$ cat src/rtl/ap_ctrl_hs_driver.sv
// ap_ctrl_hs initiator for simulation harnesses. It issues a programmed number
// of start/ready handshakes to a block, retires its done/continue completions,
// and reports per-transaction latency, the maximum latency of the run and
// sticky watchdog/protocol error flags. Start timestamps of outstanding
// transactions are queued in a small FIFO so that pipelined blocks with
// several transactions in flight are measured correctly.
module ap_ctrl_hs_driver #(
  parameter int CNT_W   = 16,
  parameter int TS_W    = 32,
  parameter int DEPTH   = 4,
  parameter int TIMEOUT = 100000
) (
  input  logic             clock,
  input  logic             reset,
  input  logic             cmd_start,
  input  logic [CNT_W-1:0] cmd_count,
  input  logic [CNT_W-1:0] cmd_gap,
  input  logic             hold_continue,
  input  logic             dut_ap_ready,
  input  logic             dut_ap_done,
  output logic             dut_ap_start,
  output logic             dut_ap_continue,
  output logic             busy,
  output logic             finish,
  output logic [CNT_W-1:0] start_cnt,
  output logic [CNT_W-1:0] done_cnt,
  output logic [TS_W-1:0]  last_latency,
  output logic [TS_W-1:0]  max_latency,
  output logic             err_timeout,
  output logic             err_protocol
);

  localparam int PTR_W = (DEPTH > 1) ? $clog2(DEPTH) : 1;
  localparam int OCC_W = $clog2(DEPTH + 1);
  localparam int WD_W  = (TIMEOUT > 1) ? $clog2(TIMEOUT + 1) : 1;

  localparam logic [OCC_W-1:0] OCC_FULL = OCC_W'(DEPTH);
  localparam logic [PTR_W-1:0] PTR_LAST = PTR_W'(DEPTH - 1);
  localparam logic [WD_W-1:0]  WD_LAST  = WD_W'(TIMEOUT - 1);

  typedef enum logic [2:0] {
    S_IDLE   = 3'd0,
    S_ISSUE  = 3'd1,
    S_GAP    = 3'd2,
    S_DRAIN  = 3'd3,
    S_FINISH = 3'd4
  } state_t;

  state_t           state_q;
  logic [CNT_W-1:0] count_q;
  logic [CNT_W-1:0] gap_q;
  logic [CNT_W-1:0] gap_cnt_q;
  logic [CNT_W-1:0] start_cnt_q;
  logic [CNT_W-1:0] done_cnt_q;
  logic [TS_W-1:0]  last_lat_q;
  logic [TS_W-1:0]  max_lat_q;
  logic             err_to_q;
  logic             err_pr_q;

  logic [TS_W-1:0]  cycle_q;
  logic [WD_W-1:0]  wd_q;

  logic [TS_W-1:0]  ts_hold_q;
  logic             ts_vld_q;

  logic [TS_W-1:0]  ts_mem [DEPTH];
  logic [PTR_W-1:0] wr_ptr_q;
  logic [PTR_W-1:0] rd_ptr_q;
  logic [OCC_W-1:0] occ_q;

  logic             fifo_full;
  logic             fifo_empty;
  logic             accept;
  logic             retire;
  logic             push;
  logic             pop;
  logic [TS_W-1:0]  push_ts;
  logic [TS_W-1:0]  pop_lat;
  logic [CNT_W-1:0] start_cnt_inc;
  logic [CNT_W-1:0] done_cnt_nxt;
  logic             wd_expire;

  // Circular pointer advance; DEPTH need not make the pointer wrap naturally.
  function automatic logic [PTR_W-1:0] ptr_inc(input logic [PTR_W-1:0] p);
    if (p == PTR_LAST) begin
      return '0;
    end
    return p + 1'b1;
  endfunction

  assign fifo_full  = (occ_q == OCC_FULL);
  assign fifo_empty = (occ_q == '0);

  // Start is a pure decode of registered state, so it is glitch-free and a
  // full FIFO holds it low before it ever rises.
  assign dut_ap_start    = (state_q == S_ISSUE) && !fifo_full;
  assign dut_ap_continue = ~hold_continue;

  assign accept  = dut_ap_start && dut_ap_ready;
  assign retire  = dut_ap_done && dut_ap_continue && (state_q != S_IDLE);
  assign push    = accept;
  assign pop     = retire && !fifo_empty;

  // A start raised and accepted in the same cycle is stamped with the current
  // cycle; a start waiting for ready keeps the stamp of its first cycle.
  assign push_ts = ts_vld_q ? ts_hold_q : cycle_q;
  assign pop_lat = cycle_q - ts_mem[rd_ptr_q];

  assign start_cnt_inc = start_cnt_q + 1'b1;
  assign done_cnt_nxt  = done_cnt_q + CNT_W'(pop);

  assign wd_expire = busy && !accept && !retire && (wd_q == WD_LAST);

  assign busy         = (state_q == S_ISSUE) || (state_q == S_GAP) || (state_q == S_DRAIN);
  assign finish       = (state_q == S_FINISH);
  assign start_cnt    = start_cnt_q;
  assign done_cnt     = done_cnt_q;
  assign last_latency = last_lat_q;
  assign max_latency  = max_lat_q;
  assign err_timeout  = err_to_q;
  assign err_protocol = err_pr_q;

  // Free-running cycle counter used as the timestamp base; wraps naturally.
  always_ff @(posedge clock) begin
    if (reset) begin
      cycle_q <= '0;
    end else begin
      cycle_q <= cycle_q + 1'b1;
    end
  end

  // Hold the timestamp of a pending start until the block accepts it.
  always_ff @(posedge clock) begin
    if (reset) begin
      ts_vld_q <= 1'b0;
    end else if (accept || (state_q == S_FINISH)) begin
      ts_vld_q <= 1'b0;
    end else if (dut_ap_start && !ts_vld_q) begin
      ts_vld_q  <= 1'b1;
      ts_hold_q <= cycle_q;
    end
  end

  // Timestamp storage of outstanding transactions.
  always_ff @(posedge clock) begin
    if (push) begin
      ts_mem[wr_ptr_q] <= push_ts;
    end
  end

  // FIFO pointers and occupancy; outstanding entries are dropped on FINISH.
  always_ff @(posedge clock) begin
    if (reset || (state_q == S_FINISH)) begin
      wr_ptr_q <= '0;
      rd_ptr_q <= '0;
      occ_q    <= '0;
    end else begin
      if (push) begin
        wr_ptr_q <= ptr_inc(wr_ptr_q);
      end
      if (pop) begin
        rd_ptr_q <= ptr_inc(rd_ptr_q);
      end
      if (push && !pop) begin
        occ_q <= occ_q + 1'b1;
      end else if (pop && !push) begin
        occ_q <= occ_q - 1'b1;
      end
    end
  end

  // Watchdog: cycles since the last handshake event while a run is active.
  always_ff @(posedge clock) begin
    if (reset || !busy || accept || retire) begin
      wd_q <= '0;
    end else begin
      wd_q <= wd_q + 1'b1;
    end
  end

  // Run sequencing FSM together with the run statistics it clears.
  always_ff @(posedge clock) begin
    if (reset) begin
      state_q     <= S_IDLE;
      start_cnt_q <= '0;
      done_cnt_q  <= '0;
      last_lat_q  <= '0;
      max_lat_q   <= '0;
      err_to_q    <= 1'b0;
      err_pr_q    <= 1'b0;
    end else begin
      if (accept) begin
        start_cnt_q <= start_cnt_inc;
      end
      if (pop) begin
        done_cnt_q <= done_cnt_nxt;
        last_lat_q <= pop_lat;
        if (pop_lat > max_lat_q) begin
          max_lat_q <= pop_lat;
        end
      end
      if (retire && fifo_empty) begin
        err_pr_q <= 1'b1;
      end

      case (state_q)
        S_IDLE: begin
          if (cmd_start) begin
            count_q     <= cmd_count;
            gap_q       <= cmd_gap;
            start_cnt_q <= '0;
            done_cnt_q  <= '0;
            last_lat_q  <= '0;
            max_lat_q   <= '0;
            err_to_q    <= 1'b0;
            err_pr_q    <= 1'b0;
            state_q     <= (cmd_count != '0) ? S_ISSUE : S_FINISH;
          end
        end

        S_ISSUE: begin
          if (wd_expire) begin
            err_to_q <= 1'b1;
            state_q  <= S_FINISH;
          end else if (accept) begin
            if (start_cnt_inc == count_q) begin
              state_q <= S_DRAIN;
            end else if (gap_q != '0) begin
              gap_cnt_q <= gap_q;
              state_q   <= S_GAP;
            end
          end
        end

        S_GAP: begin
          if (wd_expire) begin
            err_to_q <= 1'b1;
            state_q  <= S_FINISH;
          end else if (gap_cnt_q == CNT_W'(1)) begin
            state_q <= S_ISSUE;
          end else begin
            gap_cnt_q <= gap_cnt_q - 1'b1;
          end
        end

        S_DRAIN: begin
          if (done_cnt_nxt == count_q) begin
            state_q <= S_FINISH;
          end else if (wd_expire) begin
            err_to_q <= 1'b1;
            state_q  <= S_FINISH;
          end
        end

        S_FINISH: begin
          state_q <= S_IDLE;
        end

        default: begin
          state_q <= S_IDLE;
        end
      endcase
    end
  end

endmodule
$ cat config.mk
export PLATFORM = sky130hd
export DESIGN_NAME = ap_ctrl_hs_driver
export DESIGN_NICKNAME = d
export VERILOG_FILES = /design/src/rtl/ap_ctrl_hs_driver.sv
export SDC_FILE = /design/constraint.sdc
export NUM_CORES = 1
export LEC_CHECK = 0
export BUFFER_PORTS_ARGS = -buffer_cell sky130_fd_sc_hd__buf_2
export CAP_MARGIN = 20
export CORE_AREA = 10 10 217 168
export CTS_BUF_LIST = sky130_fd_sc_hd__clkbuf_8
export DETAILED_ROUTE_END_ITERATION = 16
export DIE_AREA = 0 0 227 178
export PLACE_DENSITY = 0.79
export SLEW_MARGIN = 20
export SYNTH_ARGS = -nofsm -noshare
export SYNTH_HDL_FRONTEND = slang
export SYNTH_SLANG_ARGS = --single-unit
$ cat constraint.sdc
create_clock -name clock -period 5.8 [get_ports clock]
set_input_delay 0.29 -clock clock [delete_from_list [all_inputs] [get_ports clock]]
set_output_delay 0.29 -clock clock [all_outputs]
set_load 0.02 [all_outputs]
# Word level (Yosys, flattened, before mapping)
# Memories as Yosys holds them, arrays and structs flattened. A register that Yosys moved wholly into a read port is not among the register bits.
# Index checks and enable logic that the tools add are counted.
[op_classes] addsub=10 mux=55 n_bitwise=3 eq_ne=23 magnitude_cmp=1 n_reduce_logical=41
[op_table] op="32-bit two-way mux" count=8
[op_table] op="16-bit two-way mux" count=12
[op_table] op="3-bit two-way mux" count=12
[op_table] op="32-bit by 1-bit adder with 32-bit output, second input constant" count=1
[op_table] op="16-bit == test" count=2
[op_table] op="32-bit > comparator" count=1
[op_table] op="16-bit one-hot mux with 2 select lines" count=1
[op_table] op="16-bit nonzero test" count=2
[op_table] op="32-bit subtractor" count=1
[op_table] op="17-bit by 1-bit adder with 17-bit output, second input constant" count=1
[op_table] op="17-bit == test, second input constant" count=1
[op_table] op="16-bit by 1-bit adder with 16-bit output" count=1
[op_table] op="16-bit by 1-bit adder with 16-bit output, second input constant" count=1
[op_table] op="16-bit by 1-bit == test with 1-bit output, second input constant" count=1
[op_table] op="16-bit by 1-bit subtractor with 16-bit output, second input constant" count=1
[op_table] op="1-bit two-way mux" count=14
[op_table] op="2-bit != test, second input constant" count=7
[op_table] op="1-bit logical AND" count=12
[op_table] op="2-bit two-way mux" count=6
[op_table] op="3-bit one-hot mux with 4 select lines" count=1
[op_table] op="3-bit AND reduction" count=3
[op_table] op="8-bit AND reduction" count=1
[op_table] op="1-bit logical NOT" count=7
[op_table] op="1-bit logical OR" count=7
[op_table] op="other kinds (18)" count=29
[totals] in_bits=38 out_inout_bits=102 reg_bits=238 n_memories=1 ramBits=128 word_cells=151
[mem_list] name="ts_mem" words=4 width=32 rd=1 rd_ports_with_merged_regs=1 write_ports=1 line_no="66" text="logic [TS_W-1:0] ts_mem [DEPTH];"

# Logic depth before layout (Yosys ltp)
[logic_depth] word_depth=11 ltp_mapped=25 ltp_nobuf=21

# Worst setup path after synthesis
# Ideal clock, no wire load.
[synth_timing] path_kind="reg2reg" startpoint="reg with a tool-made name" endpoint="reg max_lat_q[14] (netlist: max_latency[14])" setup_ps=128 required_time_ps=5672 arrival_time_ps=5311 period_less_slack_ps=5438 path_stages_with_launch=24 slack_ps=362 n_path_buf=5 cell_sequence="dfxtp_1 -> clkbuf_1 -> buf_1 -> mux4_2 -> inv_1 -> ha_1 -> buf_2 -> and4_1 -> a21o_1 -> a211oi_1 -> nand2_1 -> a211oi_1 -> xnor2_1 -> ha_1 -> nand2_1 -> or3_1 -> or4_1 -> nor3_2 -> a211oi_1 -> a21oi_2 -> buf_6 -> buf_6 -> mux2i_1 -> nor2_1"
[synth_lines] element="to (signal assigned)" line_no="199" text="max_lat_q <= pop_lat;"
[synth_lines] element="to (decl)" line_no="56" text="logic [TS_W-1:0] max_lat_q;"

==> results.json <==
{
  "dr_total_vias": 13814,
  "rsz0062_at_grt": "no",
  "syn_area_um2": 18100,
  "syn_area_per_cell_um2": 10.9,
  "cts_max_level": 2,
  "power_density_nw_per_um2": 346,
  "ant_nets": 0,
  "drtIter0Drc": 1501,
  "io-pin-count": 140,
  "timing.final.crit_share": 0.938,
  "rows": 57,
  "p_int_mw": 4.91,
  "core_area_um2": 32000,
  "numCtsBuffers": 55,
  "clock_latency_ns": 0.62,
  "async_reset_ff_frac": 0,
  "clockPowerShare": 0.305,
  "drive_above_1_share": 0.175,
  "hold_path_class": "in2reg",
  "tns_ns": 0,
  "clk_path_buf_depth": 3,
  "dp_hpwl_mm": 31.2,
  "clk_pin_slew_worst_paths_ns": 0.07,
  "place_congestion": 0.891,
  "postLayoutSetupSlackWorst_ns": 0.362,
  "worstPathRequired_ns": 6.26,
  "hold_start": "hold_continue",
  "port_buffers": 139,
  "antenna_found_initial": 0,
  "dieWidth_um": 227,
  "cts_tree": "yes",
  "status": "completed",
  "critPathSlowestCell": "or4_1",
  "max_freq_ghz": 0.184,
  "wl_per_cell_um": 19.3,
  "n_antenna_cell": 0,
  "leakagePower_nw": 7.90,
  "grt_first_pass_wirelength_mm": 70.2,
  "synthCells": 1660,
  "area_growth_pct": 14.7,
  "slew_violations": 0,
  "grt_max_degree": 61,
  "crit_path_end_kind": "flip-flop",
  "cts.sinks": 368,
  "start_util": 0.564,
  "p_seq_frac": 0.450,
  "slowest_delay_ns": 0.56,
  "worstMarginPinSlew_ns": 1.05,
  "hold_violations": 0,
  "synth_seq_cells": 368,
  "pwr-share-comb": 0.244,
  "nNetsFinal": 1962,
  "cts_root_buffer": "clkbuf_8",
  "synth_nets": 1776,
  "worstPathArrival_ns": 5.90,
  "maxCapViolations": 0,
  "dpl_worst_slack_ns": 0.335,
  "yosysSeqAreaShare": 0.523,
  "drc": 0,
  "dr.pass1.iters": 5,
  "slew_headroom": 0.303,
  "synthFlopType": "edfxtp_1",
  "finalSetupViolations": 0,
  "wl_mm": 44.5,
  "p_sw_frac": 0.316,
  "skew_ns": 0.0312,
  "timing.final.crit_period_ns": 5.44,
  "synth_edf_count": 208,
  "p_sw_mw": 2.27,
  "crit_type": "reg2reg",
  "post_drt_via_cell_ratio": 5.99,
  "grtUsageTotal": 0.216,
  "die_y_um": 178,
  "synth_cell_types": 76,
  "die_area_um2": 40400,
  "vdd_drop_max_mv": 0.164,
  "first_global_vias": 13004,
  "grt_overflow": 0,
  "yosys_warnings": 0,
  "crit_chain": "buf_12 > mux4_2 > ha_1 > inv_1 > fa_1 > a211oi_1 > o21ai_0 > o2111ai_2 > a311oi_2 > nor3_1 > xnor2_1 > ha_1 > nand2_1 > or3_1 > or4_1 > nor3_2 > a211oi_1 > a21oi_4 > buf_12 > mux2i_1 > nor2_1",
  "cp_max_fo": 22,
  "cp-start-kind": "flip-flop"
}
metrics by stage:
stage / utilization / cells / cell area (um2) / hold WS, ns / power, mW
after floorplan: - / 1660 / 18100 / 0.389 / 4.49
after global placement: 0.600 / 2168 / 19200 / 0.430 / 4.91
after detailed placement: 0.600 / 2168 / 19200 / 0.444 / 4.98
after CTS: 0.646 / 2304 / 20700 / 0.0498 / 7.18
after global routing: 0.648 / 2306 / 20700 / 0.0766 / 7.52
final: 0.648 / 2306 / 20700 / 0.0939 / 7.18
power by group through the flow:
stage          Sequential [mW]  Combinational, mW  Clock, mW
6_report                  3.24               1.76       2.19
5_1_grt                   3.26               1.93       2.33
4_1_cts                   3.23               1.73       2.22
3_5_place_dp              3.28               1.70          0
3_3_place_gp              3.27               1.64          0
2_1_floorplan             3.25               1.24          0
cell usage in the layout, fill, tap and decap left out, types with 11 or more instances in the layout:
cell / count
ha_1: 76
buf_4: 23
a21o_1: 21
a21oi_1: 90
a211oi_1: 15
buf_2: 139
dfxtp_1: 159
inv_1: 114
edfxtp_1: 208
nor2b_1: 16
nor2_1: 153
nor3_1: 35
and4_1: 12
mux4_2: 32
o21ai_0: 65
xor2_1: 64
clkbuf_8: 62
dlygate4sd3_1: 32
o21a_1: 11
mux2i_1: 28
nand2_1: 142
and3_1: 21
or3_1: 24
nand3_1: 49
xnor2_1: 71
mux2_2: 30
nand4_1: 31
nor4_1: 17
per-layer routing:
metal  part of all wire  up-vias  global-route usage
li1                   -     6425                   -
met2               0.44      645               0.332
met3              0.090       70              0.0351
met4              0.019        0              0.0582
met5                  0        -                   0
met1               0.45     6674               0.311
path summary, 6_finish.rpt:
kind | endpoint | slack [ns] | cells past startpoint
worst max-delay path | max_latency[3] | 0.36 | 21
worst min-delay path | err_protocol | 0.09 | 4
worst max register to register | max_latency[3] | 0.36 | 21
worst min register to register | wd_q[0] | 0.45 | 1
logic make-up (layout without fill, tap and decap cells):
family,Yosys count,count (layout),share of synthesized area
flip-flops,368,368,0.523
adder cells (fa/ha/maj),78,78,0.0548
multiplexers,91,91,0.0747
buffers and inverters,162,395,0.0363
AND/OR/NAND/NOR,545,545,0.147
XOR/XNOR,135,135,0.0654
AO/OA/AOI/OAI,281,281,0.0986
layout make-up:
class                           instances  area, um2
Sequential cell                       368       9450
Inverter                               94        353
Fill cell                            2314      11300
Clock buffer                           62        853
Tap cell                              413        517
Clock inverter                         42        299
Timing Repair Buffer                  197       1250
Multi-Input combinational cell       1130       8020
worst max-delay path: cells and delay by family, from the launching register on:
kind / cells / cell delay (ns)
AO/OA/AOI/OAI: 6 / 1.38
AND/OR/NAND/NOR: 6 / 1.31
adder cells (fa/ha/maj): 3 / 0.77
multiplexers: 2 / 0.73
buffers and inverters: 3 / 0.50
flip-flops: 1 / 0.42
XOR/XNOR: 1 / 0.18
cells in the mapped netlist (all sizes together) (21+ instances only):
cell,number,share of area
ha,76,0.053
nand4,31,0.011
edfxtp,208,0.35
a21o,21,0.0087
or3,24,0.0083
mux4,32,0.040
dfxtp,160,0.18
xor2,64,0.031
o21ai,66,0.018
nor2,154,0.032
buf,25,0.0078
nand2,142,0.029
nor3,37,0.011
a21oi,92,0.026
and3,21,0.0073
inv,94,0.020
mux2i,28,0.016
clkbuf,43,0.0090
mux2,31,0.019
nand3,50,0.014
xnor2,71,0.034
sequential cells by signal (all words and copies together) (netlist names), 3 cells and up, named ones only:
signal / cells
state_q: 3
done_cnt: 16
occ_q: 3
max_latency: 32
count_q: 16
last_latency: 32
wd_q: 17
gap_q: 16
gap_cnt_q: 16
ts_hold_q: 32
cycle_q: 32
start_cnt: 16
ts_mem: 128
what timing repair did:
item,CTS,global route
buffers inserted,0,2
resized for setup,0,4
hold endpoints to repair,32,0
hold buffers,32,0
endpoints found under the setup margin,0,25
(Power assumes the default switching activity.)
